==> config.mk <==
export PLATFORM = sky130hd
export DESIGN_NAME = tm1638_scheduler
export DESIGN_NICKNAME = d
export VERILOG_FILES = /design/src/rtl/tm1638_scheduler.sv
export SDC_FILE = /design/constraint.sdc
export NUM_CORES = 1
export LEC_CHECK = 0
export ABC_AREA = 1
export BUFFER_PORTS_ARGS = -buffer_cell sky130_fd_sc_hd__buf_4
export CAP_MARGIN = 15
export CORE_ASPECT_RATIO = 0.5
export CORE_MARGIN = 1.5
export CORE_UTILIZATION = 30
export CTS_CLUSTER_SIZE = 16
export DETAILED_ROUTE_END_ITERATION = 16
export PLACE_DENSITY = 0.59
export SETUP_SLACK_MARGIN = 0.4
export SLEW_MARGIN = 20
export SYNTH_ARGS = -nofsm -noshare
export SYNTH_HDL_FRONTEND = slang
export SYNTH_SLANG_ARGS = --single-unit
==> constraint.sdc <==
create_clock -name CLK -period 1.53 [get_ports CLK]
set_clock_uncertainty 0.1 [all_clocks]
set_input_delay 0.306 -clock CLK [delete_from_list [all_inputs] [get_ports CLK]]
set_output_delay 0.306 -clock CLK [all_outputs]
set_load 0.02 [all_outputs]
==> src/rtl/tm1638_scheduler.sv <==
// TM1638 LED&KEY sequencer: arbitrates display refresh against periodic key scan and
// hands TM1638 command/data bytes to a shared serial byte engine one at a time.
module tm1638_scheduler #(
  parameter int          CLOCK_FREQ_MHz = 50,
  parameter int          SCAN_PERIOD_US = 10000,
  parameter logic [2:0]  BRIGHTNESS     = 3'd7
) (
  input  logic        CLK,
  input  logic        rst_n,
  input  logic        i_disp_req,
  input  logic [63:0] i_seg,
  input  logic [7:0]  i_led,
  output logic        o_disp_ack,
  output logic [7:0]  o_keys,
  output logic        o_keys_strobe,
  output logic        o_busy,
  output logic        o_byte_valid,
  output logic [7:0]  o_byte_data,
  output logic        o_byte_dir,
  output logic        o_frame_end,
  input  logic        i_byte_ready,
  input  logic        i_byte_done,
  input  logic [7:0]  i_rx_data
);

  localparam int TICKS = CLOCK_FREQ_MHz * SCAN_PERIOD_US;
  localparam int TW    = (TICKS > 1) ? $clog2(TICKS) : 1;
  localparam logic [TW-1:0] RELOAD = TW'(TICKS - 1);

  typedef enum logic [2:0] {
    S_IDLE, S_W_MODE, S_W_ADDR, S_W_DATA, S_W_CTRL, S_R_MODE, S_R_DATA
  } state_t;

  state_t         r_state, w_state_next;
  logic [TW-1:0]  r_timer;
  logic           r_scan_pend, r_disp_pend, r_last_scan;
  logic [127:0]   r_buf;
  logic [3:0]     r_idx;
  logic           r_out;
  logic [7:0]     r_keys_sh, r_keys;
  logic           r_strobe, r_ack;

  logic           w_tick, w_grant_disp, w_grant_scan, w_accept, w_done, w_last_rd;
  logic [127:0]   w_snap;
  logic [7:0]     w_keys_new;
  logic           w_unused_rx;

  assign w_tick   = (r_timer == '0);
  // Grants are held off while reset is asserted so o_busy reads 0 during reset.
  assign w_grant_disp = rst_n && (r_state == S_IDLE) && r_disp_pend && (!r_scan_pend || r_last_scan);
  assign w_grant_scan = rst_n && (r_state == S_IDLE) && r_scan_pend && (!r_disp_pend || !r_last_scan);
  assign w_accept  = o_byte_valid && i_byte_ready;
  assign w_done    = i_byte_done && r_out;
  assign w_last_rd = (r_state == S_R_DATA) && w_done && (r_idx == 4'd3);
  assign w_unused_rx = ^{i_rx_data[7:5], i_rx_data[3:1]};

  // Snapshot in TM1638 address order: even address = digit segments, odd = LED bit.
  genvar gi;
  generate
    for (gi = 0; gi < 8; gi++) begin : g_snap
      assign w_snap[16*gi +: 8]     = i_seg[8*gi +: 8];
      assign w_snap[16*gi + 8 +: 8] = {7'b0, i_led[gi]};
    end
    for (gi = 0; gi < 4; gi++) begin : g_keys
      assign w_keys_new[gi]     = (r_idx == 4'(gi)) ? i_rx_data[0] : r_keys_sh[gi];
      assign w_keys_new[gi + 4] = (r_idx == 4'(gi)) ? i_rx_data[4] : r_keys_sh[gi + 4];
    end
  endgenerate

  always_comb begin
    w_state_next = r_state;
    o_byte_valid = 1'b0;
    o_byte_data  = 8'h00;
    o_byte_dir   = 1'b0;
    o_frame_end  = 1'b0;
    case (r_state)
      S_IDLE: begin
        if (w_grant_disp)      w_state_next = S_W_MODE;
        else if (w_grant_scan) w_state_next = S_R_MODE;
      end
      S_W_MODE: begin
        o_byte_valid = !r_out;
        o_byte_data  = 8'h40;
        o_frame_end  = 1'b1;
        if (w_done) w_state_next = S_W_ADDR;
      end
      S_W_ADDR: begin
        o_byte_valid = !r_out;
        o_byte_data  = 8'hC0;
        if (w_done) w_state_next = S_W_DATA;
      end
      S_W_DATA: begin
        o_byte_valid = !r_out;
        o_byte_data  = r_buf[{r_idx, 3'b000} +: 8];
        o_frame_end  = (r_idx == 4'd15);
        if (w_done && r_idx == 4'd15) w_state_next = S_W_CTRL;
      end
      S_W_CTRL: begin
        o_byte_valid = !r_out;
        o_byte_data  = 8'h88 | {5'b0, BRIGHTNESS};
        o_frame_end  = 1'b1;
        if (w_done) w_state_next = S_IDLE;
      end
      S_R_MODE: begin
        o_byte_valid = !r_out;
        o_byte_data  = 8'h42;
        if (w_done) w_state_next = S_R_DATA;
      end
      S_R_DATA: begin
        o_byte_valid = !r_out;
        o_byte_dir   = 1'b1;
        o_frame_end  = (r_idx == 4'd3);
        if (w_last_rd) w_state_next = S_IDLE;
      end
      default: w_state_next = S_IDLE;
    endcase
  end

  always_ff @(posedge CLK) begin
    if (!rst_n) begin
      r_state     <= S_IDLE;
      r_timer     <= RELOAD;
      r_scan_pend <= 1'b0;
      r_disp_pend <= 1'b1;
      r_last_scan <= 1'b1;
      r_buf       <= '0;
      r_idx       <= 4'd0;
      r_out       <= 1'b0;
      r_keys_sh   <= 8'h00;
      r_keys      <= 8'h00;
      r_strobe    <= 1'b0;
      r_ack       <= 1'b0;
    end else begin
      r_state <= w_state_next;
      r_timer <= w_tick ? RELOAD : r_timer - TW'(1);

      // A grant clears scan_pend even if a tick lands that cycle: the tick is dropped.
      if (w_grant_scan)  r_scan_pend <= 1'b0;
      else if (w_tick)   r_scan_pend <= 1'b1;

      if (i_disp_req)        r_disp_pend <= 1'b1;
      else if (w_grant_disp) r_disp_pend <= 1'b0;

      if (w_grant_disp) begin
        r_last_scan <= 1'b0;
        r_buf       <= w_snap;
      end else if (w_grant_scan) begin
        r_last_scan <= 1'b1;
      end

      if (w_accept)    r_out <= 1'b1;
      else if (w_done) r_out <= 1'b0;

      if (w_state_next != r_state) r_idx <= 4'd0;
      else if (w_done)             r_idx <= r_idx + 4'd1;

      if ((r_state == S_R_DATA) && w_done) r_keys_sh <= w_keys_new;
      if (w_last_rd)                       r_keys    <= w_keys_new;

      r_strobe <= w_last_rd;
      r_ack    <= (r_state == S_W_CTRL) && w_done;
    end
  end

  assign o_keys        = r_keys;
  assign o_keys_strobe = r_strobe;
  assign o_disp_ack    = r_ack;
  assign o_busy        = (r_state != S_IDLE) || w_grant_disp || w_grant_scan;

endmodule

* Yosys cells after proc, flatten, opt, wreduce, memory -nomap -nowiden
Index checks and enable logic that the tools add are counted.
** Storage, ports and cells
- Bits in registers :: 120
- Input port bits :: 85
- Output and inout bits :: 22
- Logic and storage cells :: 83
** Cells by class
- $add $sub $neg :: 2
- Equal/unequal tests :: 11
- Shift-type cells :: 1
- Mux-type cells :: 25
- Bitwise gates (word level) :: 1
- Reductions and logical operators :: 31
** Operator list (number)
- $shiftx 128x8->8 :: 1
- $pmux 8 s5 :: 1
- $mux 3 :: 8
- $pmux 3 s7 :: 1
- $logic_not 19->1 :: 1
- $sub 19x1->19 const B :: 1
- $mux 1 :: 14
- $logic_and 1x1->1 :: 11
- $reduce_or 2->1 :: 5
- $eq 3x3->1 const B :: 3
- $eq 4x2->1 const B :: 2
- $eq 3x2->1 const B :: 2
- $reduce_or 6->1 :: 1
- $add 4x1->4 const B :: 1
- $eq 4x1->1 const B :: 1
- $eq 4x4->1 const B :: 1
- $logic_not 1->1 :: 4
- $logic_not 4->1 :: 1
- $logic_or 1x1->1 :: 4
- $reduce_bool 2->1 :: 2
- $eq 3x1->1 const B :: 1
- $logic_not 3->1 :: 1
- $ne 3x3->1 :: 1
- $pmux 1 s3 :: 1
- other kinds (2) :: 2

* Depth between registers and ports, before layout
Gate-level depths: netlist of the first run.
- Word-level depth :: 9
- Mapped depth :: 11
- Mapped depth without buffers :: 11

* Worst setup path after synthesis of the first run
OpenSTA, ideal clock, no wires.
- Path kind :: reg-to-output
- Start point :: register r_idx[0]
- End point :: output o_byte_data[4]
- Arrival time :: 1.503 ns
- Required time :: 1.124 ns
- Slack :: -0.379 ns
- Cell stages (with the launch flop) :: 6
- Path buffers :: 1
- Cell sequence :: dfxtp_1 > buf_2 > nor3_1 > nand2_1 > a31o_1 > a31oi_1
** On the way
- Cells in the longest elaborated chain, start to end :: 2
** Ends and longest elaborated chain
- start: declaration :: line 38 : logic [3:0] r_idx;
- start signal: assignment :: line 155 : else if (w_done) r_idx <= r_idx + 4'd1;
- $shiftx 128x8->8 :: line 94 : o_byte_data = r_buf[{r_idx, 3'b000} +: 8];
- $pmux 8 s5 :: line 76 : case (r_state)
- end: declaration :: line 18 : output logic [7:0] o_byte_data,
Every way passes these cells.

* Worst setup path in the final report of the first run
- Start point :: register r_state[1]
- End point :: output o_byte_data[7]
** On the way
- Cells in the longest elaborated chain, start to end :: 2
- Elaborated cells on any way between the ends :: 6
- Classes of those cells :: 5 x eq/ne; 1 x mux
** Ends and longest elaborated chain
- start: declaration :: line 34 : state_t r_state, w_state_next;
- start signal: assignment :: line 134 : r_state <= w_state_next;
- $eq 3x3->1 (tied with other cells) :: line 76
- $pmux 8 s5 * :: line 76
Mark *: on every way between the ends. The rest lies on a longest branch, timed or not.

==> flow_metrics.tcl, run 1 <==
set metrics [dict create \
    status "complete, but fails checks" \
    violations "negative hold slack, negative setup slack" \
    fin_area_sq_mm 0.00985 \
    slowest_stage "dfxtp_4" \
    worstHoldPathCells 3 \
    io_pins 107 \
    h-tree-depth 4 \
    area_growth_pct 85.1 \
    drive_gt1_frac 0.515 \
    cts_tree "yes" \
    final_net_count 1071 \
    finalCritPeriodShare 1.50 \
    stdcell_count 1227 \
    hold_path_end "r_buf[112]" \
    cts_num_sinks 118 \
    slew_violations 0 \
    cp.buffers_inverters 2 \
    final_critical_path_setup_slack_ns -0.773 \
    yosys.area.top_type "dfxtp_1" \
    die_y_microns 97.2 \
    r2r_start "r_state[1]" \
    ys_warn_count 0 \
    cts_buffer_depth 2 \
    drc 0 \
    cts-root-buf "clkbuf_16" \
    dp_hpwl_microns 12200 \
    placedCellCount 1119 \
    initial_core_util 0.307 \
    cpPeakStageDelay_ns 0.38 \
    placed_area_sq_mm 0.00736 \
    gp_congestion 0.846 \
    path_max_fanout 4 \
    antenna_found_initial 0 \
    yosys-top-cells-area "dfxtp_1 44%, o21ai_0 10%, nand2_1 10%, a21oi_1 7.3%, inv_1 4.9%" \
    synth_area_sq_mm 0.00532 \
    syn_area_per_cell_sq_um 7.36 \
    worstPathRequired_ns 1.12 \
    clock_latency_ns 0.42 \
    finalSetupViolCount 128 \
    grt_pass1_vias 5836 \
    critPathLaunchType "register" \
    critical_path_class "reg2out" \
    avgRoutedWirePerCell_microns 15.5 \
    syn-num-nets 814 \
    ys_seq_area_frac 0.444 \
    critPathTopFamily "simple AND/OR/NAND/NOR gates" \
    syn_inst 723 \
    io_buffers 100 \
    grt_pass1_wl_microns 29400 \
    die_area_sq_mm 0.0186 \
    r2r_slack_ns -0.47 \
    grt_overflow 0 \
    vias_per_cell 4.75 \
    hold_viol 2 \
    slew_headroom 0.696 \
    drtIter0Drc 310 \
    dr.pass1.iters 4 \
    wl_microns 19100 \
    fmax_mhz 434 \
    num_antenna_cells 0 \
    synth_cell_types 42 \
    endpoint_kind "output pin" \
    grt_max_degree 50 \
    final_antenna_net_count 0 \
    tightest_slew_ns 0.451 \
    rr_endpoint "r_buf[113]" \
    timing.hold.ws_ns -0.00703 \
    numCtsBuffers 17 \
    p_leak_nw 4.07 \
    clk_pin_slew_worst_paths_ns 0.06 \
    min_period_ns 2.30 \
    synth-seq-cells 118 \
    rsz0062_at_grt "true" \
    crit_arrival_ns 1.90 \
    p_total_w 0.00965 \
    core_sq_mm 0.0174 \
    fillers 1477 \
    power_density_mw_per_mm2 980 \
    crit_chain "nand2_4 -> nor3_4 -> buf_4 -> nand4_1 -> a31oi_4 -> buf_6" \
    routed-via-count 5831 \
    hold_start "i_seg[56]" \
    synth_top_area_share 0.444 \
    die_x_microns 191 \
    ir_drop_v 0.000776 \
    tns_ns -41.36 \
    drv_cap 0 \
    num_rows 34 \
    min_path_type "in2reg" \
    r2r_cells 11 \
    grt_usage 0.200 \
]
-- worst min-delay path, delay by kind of cell --
family / cells / cell delay (ns)
compound gates: 1 / 0.04
simple gates: 1 / 0.05
buf+inv: 1 / 0.09
-- metrics by stage --
stage,util,setup slack [ns]
6_report,0.567,-0.773
5_1_grt,0.567,-0.810
4_1_cts,0.527,-0.668
3_5_place_dp,0.424,-0.318
3_3_place_gp,0.424,-0.372
2_1_floorplan,-,-0.126
-- routing by layer --
layer,wire (microns),vias up,global-route usage
li1,-,2920,-
met4,303,0,0.0595
met2,9250,107,0.329
met5,0,-,0
met1,8760,2780,0.265
met3,742,24,0.0383
-- registers in the layout, indices dropped and copies added (netlist names) --
signal and flops:
r_keys_sh 6, r_idx 4, o_disp_ack 1, o_keys 8
o_keys_strobe 1, r_buf 72, r_disp_pend 1, r_timer 19
r_out 1, r_state 3, r_last_scan 1, r_scan_pend 1
-- report_power, final --
group	leakage (nW)	internal [W]	switching [W]	total, W
clock	0.297	0.00262	0.00153	0.00415
sequential	0.980	0.00332	0.000147	0.00346
combinational	2.79	0.00106	0.000980	0.00204
-- layout by cell type, fill, tap and decap left out, types with 5 or more instances in the layout --
| cell type | n |
|---|---|
| nand3_1 | 14 |
| inv_4 | 6 |
| clkbuf_16 | 21 |
| nand2_2 | 35 |
| ha_4 | 5 |
| dfxtp_1 | 100 |
| o21ai_2 | 23 |
| a21oi_1 | 41 |
| nand2_4 | 16 |
| inv_2 | 6 |
| o21ai_0 | 28 |
| dfxtp_2 | 11 |
| xor2_1 | 9 |
| o21ai_1 | 59 |
| nand3_2 | 6 |
| dfxtp_4 | 7 |
| clkinv_4 | 5 |
| dlygate4sd3_1 | 13 |
| buf_16 | 7 |
| nand2_1 | 96 |
| inv_1 | 58 |
| nor2_1 | 33 |
| a21oi_2 | 34 |
| o211ai_1 | 11 |
| nor2_2 | 10 |
| nor2_4 | 15 |
| buf_12 | 20 |
| buf_4 | 172 |
| buf_6 | 59 |
-- timing repair --
action | in CTS | in global routing
hold endpoints to repair | 11 | 2
hold buffers | 11 | 2
cloned | 10 | 5
setup endpoints to repair | 140 | 140
setup buffers | 32 | 16
pin swaps | 28 | 19
gates resized for setup | 187 | 161
-- how the worst max path moves through the flow --
stage	depth (start not counted)	endpoint	slack [ns]	start
2_1_floorplan	8	o_byte_data[3]	-0.13	r_idx[1]
3_3_place_gp	11	r_idx[1]	-0.37	r_idx[0]
3_5_place_dp	7	o_byte_data[6]	-0.32	r_idx[1]
4_1_cts	7	o_byte_data[3]	-0.67	r_state[1]
5_1_grt	7	o_byte_data[4]	-0.81	r_state[1]
6_report	6	o_byte_data[7]	-0.77	r_state[1]
-- synth_stat cells --
master,count
buf_1,2
a21boi_0,1
nor3b_4,1
nand2_1,144
a211oi_2,2
xnor2_1,2
nand3_1,21
nor2_2,1
nor2_4,3
o2111ai_1,1
o21bai_1,1
nand3_2,1
nor3_1,6
or2_2,1
xor2_1,10
o21ai_1,1
nand3b_1,1
mux2i_1,6
inv_1,70
buf_6,3
buf_2,18
a21oi_1,78
o31ai_1,1
ha_1,6
nor3_4,1
o21ai_2,1
clkbuf_1,18
nor4_1,1
o211ai_1,11
inv_2,6
dfxtp_1,118
a31o_1,1
a41oi_1,1
nand2_4,1
nor2_1,53
a211oi_1,4
nand4_1,4
nand2_2,4
clkinv_1,2
a31oi_1,5
nand4_2,1
o21ai_0,110
-- cell families (layout without fill, tap and decap cells) --
logic type,Yosys count,in the layout,synth area share
mux,6,6,0.0113
fa+ha+maj,6,6,0.0141
xor+xnor,12,12,0.0198
compound gates,218,218,0.220
simple gates,244,246,0.198
buf+inv,119,387,0.0924
flops,118,118,0.444
-- area by class of cell --
class / instances / area, sq um / area share
Timing Repair Buffer: 276 / 2790 / 0.284
Inverter: 78 / 352 / 0.0357
Clock inverter: 14 / 173 / 0.0175
Clock buffer: 18 / 439 / 0.0446
Tap cell: 234 / 293 / 0.0297
Sequential cell: 118 / 2400 / 0.244
Timing Repair inverter: 1 / 11.3 / 0.00114
Multi-Input combinational cell: 488 / 3380 / 0.343
No activity file was read; power rests on OpenSTA's default activity.
==> inputs of run 2 (changes only) <==
--- a/config.mk
+++ b/config.mk
@@ -10,10 +10,11 @@
 export CAP_MARGIN = 15
 export CORE_ASPECT_RATIO = 0.5
 export CORE_MARGIN = 1.5
-export CORE_UTILIZATION = 30
+export CORE_UTILIZATION = 50
 export CTS_CLUSTER_SIZE = 16
 export DETAILED_ROUTE_END_ITERATION = 16
-export PLACE_DENSITY = 0.59
+export HOLD_SLACK_MARGIN = 0.12
+export PLACE_DENSITY = 0.85
 export SETUP_SLACK_MARGIN = 0.4
 export SLEW_MARGIN = 20
 export SYNTH_ARGS = -nofsm -noshare
==> flow_metrics.tcl, run 2 <==
set metrics [dict create \
    die_y_microns 75.9 \
    firstError "[ERROR DPL-0038] Utilization greater than 100%, impossible to legalize" \
    dp_hpwl_microns 10800 \
    placedCellCount 1005 \
    grt-worst-endpoint "o_byte_data[0]" \
    cts-root-buf "clkbuf_16" \
    ys_warn_count 0 \
    synth_edf_count 0 \
    yosys.area.top_type "dfxtp_1" \
    synth_top_area_share 0.444 \
    cts_num_sinks 118 \
    syn_inst 723 \
    synth_flop_cell "dfxtp_1" \
    lastStage "global routing (5_1_grt)" \
    status "stopped before the end" \
    io_buffers 100 \
    grt_max_degree 51 \
    io_pins 107 \
    async_reset_ff_frac 0 \
    num_rows 26 \
    numCtsBuffers 17 \
    die_x_microns 149 \
    syn_area_per_cell_sq_um 7.36 \
    syn-num-nets 814 \
    initial_core_util 0.518 \
    synth_cell_types 42 \
    cts_buffer_depth 2 \
    synth_area_sq_mm 0.00532 \
    h-tree-depth 4 \
    synth-seq-cells 118 \
    synth.most_common_cell "nand2_1" \
    gp_congestion 0.881 \
    yosys-top-cells-area "dfxtp_1 44%, o21ai_0 10%, nand2_1 10%, a21oi_1 7.3%, inv_1 4.9%" \
    worstEndpointType "primary output" \
    ys_seq_area_frac 0.444 \
    synth_common_cells "144 x nand2_1, 118 x dfxtp_1, 110 x o21ai_0" \
]
==> run 2: cell counts after synthesis <==
Identical to the previous run, type by type.
==> run 2: timing repair <==
item	4_1_cts
endpoints found under the setup margin	140
buffers inserted	39
resized for setup	271
hold endpoints to repair	76
gates cloned	17
pin swaps	42
hold buffers	76
==> run 2: kinds of logic after synthesis <==
kind of cell | Yosys count | share of synthesized area
compound gates | 218 | 0.220
xor+xnor | 12 | 0.0198
fa+ha+maj | 6 | 0.0141
buf+inv | 119 | 0.0924
flops | 118 | 0.444
mux | 6 | 0.0113
simple gates | 244 | 0.198
==> run 2: stage by stage <==
step	hold slack [ns]	util	worst slack (ns)	instance area (sq um)
floorplan	0.278	-	-0.126	5690
global placement	0.286	0.692	-0.257	7110
detailed placement	0.299	0.692	-0.295	7110
CTS	0.287	0.973	-0.712	10000
==> inputs of run 3 (changes only) <==
--- a/config.mk
+++ b/config.mk
@@ -8,14 +8,10 @@
 export ABC_AREA = 1
 export BUFFER_PORTS_ARGS = -buffer_cell sky130_fd_sc_hd__buf_4
 export CAP_MARGIN = 15
-export CORE_ASPECT_RATIO = 0.5
 export CORE_MARGIN = 1.5
-export CORE_UTILIZATION = 50
-export CTS_CLUSTER_SIZE = 16
+export CORE_UTILIZATION = 37
 export DETAILED_ROUTE_END_ITERATION = 16
-export HOLD_SLACK_MARGIN = 0.12
-export PLACE_DENSITY = 0.85
-export SETUP_SLACK_MARGIN = 0.4
+export PLACE_DENSITY_LB_ADDON = 0.15
 export SLEW_MARGIN = 20
 export SYNTH_ARGS = -nofsm -noshare
 export SYNTH_HDL_FRONTEND = slang
==> constraint.sdc (replaced) <==
create_clock -name CLK -period 2 [get_ports CLK]
set_clock_uncertainty 0.1 [all_clocks]
set_input_delay 0.4 -clock CLK [delete_from_list [all_inputs] [get_ports CLK]]
set_output_delay 0.4 -clock CLK [all_outputs]
set_load 0.02 [all_outputs]
==> flow_metrics.tcl, run 3 (synthesis results as in run 1) <==
set metrics [dict create \
    status "complete, but fails checks" \
    violations "negative setup slack" \
    grt_usage 0.205 \
    cts_tree "yes" \
    num_antenna_cells 0 \
    core_sq_mm 0.0139 \
    avgRoutedWirePerCell_microns 14.4 \
    slew_headroom 0.576 \
    tightest_slew_ns 0.634 \
    power_density_mw_per_mm2 865 \
    area_growth_pct 41.7 \
    antenna_found_initial 0 \
    final_net_count 945 \
    vias_per_cell 4.90 \
    utilization 0.541 \
    clk_pin_slew_worst_paths_ns 0.05 \
    min_period_ns 2.41 \
    rr_endpoint "r_idx[2]" \
    grt_pass1_wl_microns 23500 \
    routed-via-count 5134 \
    multi_input_area_sq_mm 0.00269 \
    die_y_microns 123 \
    grt_pass1_vias 4824 \
    ir_drop_v 0.000606 \
    num_rows 43 \
    cts-root-buf "clkbuf_16" \
    cts_num_sinks 118 \
    fmax_mhz 414 \
    finalCritPeriodShare 1.21 \
    die_area_sq_mm 0.0151 \
    grt_overflow 0 \
    worstPathRequired_ns 1.50 \
    die_x_microns 123 \
    finalSetupViolCount 9 \
    crit_chain "inv_8 -> buf_12 -> a21oi_2 -> o21ai_1 -> nand3_1 -> nand4_1 -> a31oi_2 -> buf_4" \
    slowest_stage "dfxtp_4" \
    drc 0 \
    path_max_fanout 6 \
    endpoint_kind "output pin" \
    critPathLaunchType "register" \
    final_antenna_net_count 0 \
    rsz0062_at_grt "true" \
    drtIter0Drc 326 \
    r2r_start "r_idx[1]" \
    crit_arrival_ns 1.91 \
    io_pins 107 \
    drv_cap 0 \
    final_critical_path_setup_slack_ns -0.414 \
    grt_max_degree 73 \
    layout_commonest_cell "nand2_1" \
    numCtsBuffers 17 \
    hold_viol 0 \
    hold_path_end "r_disp_pend" \
    wl_microns 15000 \
    fillers 1310 \
    io_buffers 100 \
    p_leak_nw 3.17 \
    r2r_slack_ns 0.01 \
    initial_core_util 0.382 \
    cpPeakStageDelay_ns 0.46 \
    r2r_cells 13 \
    timing.hold.ws_ns 0.0822 \
    drive_gt1_frac 0.301 \
    top_register "r_buf" \
    final_cell_mix "133 x nand2_1, 131 x buf_4, 111 x dfxtp_1" \
    hold_start "i_disp_req" \
    seqCellArea_sq_mm 0.00238 \
    largest_register_ffs 72 \
    clock_latency_ns 0.41 \
    critical_path_class "reg2out" \
    worstHoldPathCells 3 \
    min_path_type "in2reg" \
    h-tree-depth 4 \
    cts_buffer_depth 2 \
    slew_violations 0 \
    gp_congestion 0.889 \
    dr.pass1.iters 5 \
    dp_hpwl_microns 10600 \
]
[run 3: worst max-delay path by stage]
| stage | from | end | slack, ns | depth (start not counted) |
|---|---|---|---|---|
| global placement | r_idx[0] | r_idx[1] | 0.003 | 12 |
| CTS | r_idx[1] | o_byte_data[7] | -0.38 | 7 |
| detailed placement | r_idx[1] | o_byte_data[7] | 0.004 | 8 |
| floorplan | r_idx[1] | o_byte_data[3] | 0.03 | 8 |
| global route | r_idx[1] | o_byte_data[7] | -0.51 | 8 |
| finish | r_idx[1] | o_byte_data[7] | -0.41 | 8 |
[run 3: metal layers]
layer,up-vias,share of wire,track usage
met2,145,0.45,0.313
met3,21,0.051,0.0567
met4,0,0.019,0.0807
met1,2324,0.48,0.276
li1,2644,-,-
met5,-,0,0
[run 3: critical path, delay by kind of cell (launching register included)]
kind	cells	cell delay [ns]
compound gates	3	0.41
buf+inv	3	0.39
flops	1	0.46
simple gates	2	0.25
[run 3: through the flow]
| stage | instance area [sq um] | power (W) | setup TNS, ns | cells | setup WS, ns |
|---|---|---|---|---|---|
| 6_report | 7540 | 0.00652 | -2.94 | 1047 | -0.414 |
| 5_1_grt | 7540 | 0.00681 | -4.06 | 1047 | -0.510 |
| 4_1_cts | 7340 | 0.00653 | -2.63 | 1039 | -0.384 |
| 3_5_place_dp | 6440 | 0.00342 | 0 | 998 | 0.00379 |
| 3_3_place_gp | 6440 | 0.00341 | 0 | 998 | 0.00267 |
| 2_1_floorplan | 5330 | 0.00309 | 0 | 723 | 0.0268 |
[run 3: layout make-up]
type / count / area share
Sequential cell: 118 / 0.315
Clock buffer: 22 / 0.0616
Tap cell: 180 / 0.0299
Multi-Input combinational cell: 486 / 0.357
Inverter: 78 / 0.0402
Clock inverter: 10 / 0.0169
Timing Repair Buffer: 153 / 0.179
[run 3: timing repair]
action | in CTS | in global routing
setup endpoints to repair | 12 | 21
pin swaps | 14 | 17
setup buffers | 7 | 5
gates cloned | 2 | 3
gates resized for setup | 66 | 33
hold buffers | 0 | 0
[run 3: power breakdown]
part	switching, W	total, W	internal [W]
Sequential	0.0000974	0.00264	0.00254
Clock	0.00103	0.00304	0.00201
Combinational	0.000476	0.000843	0.000367
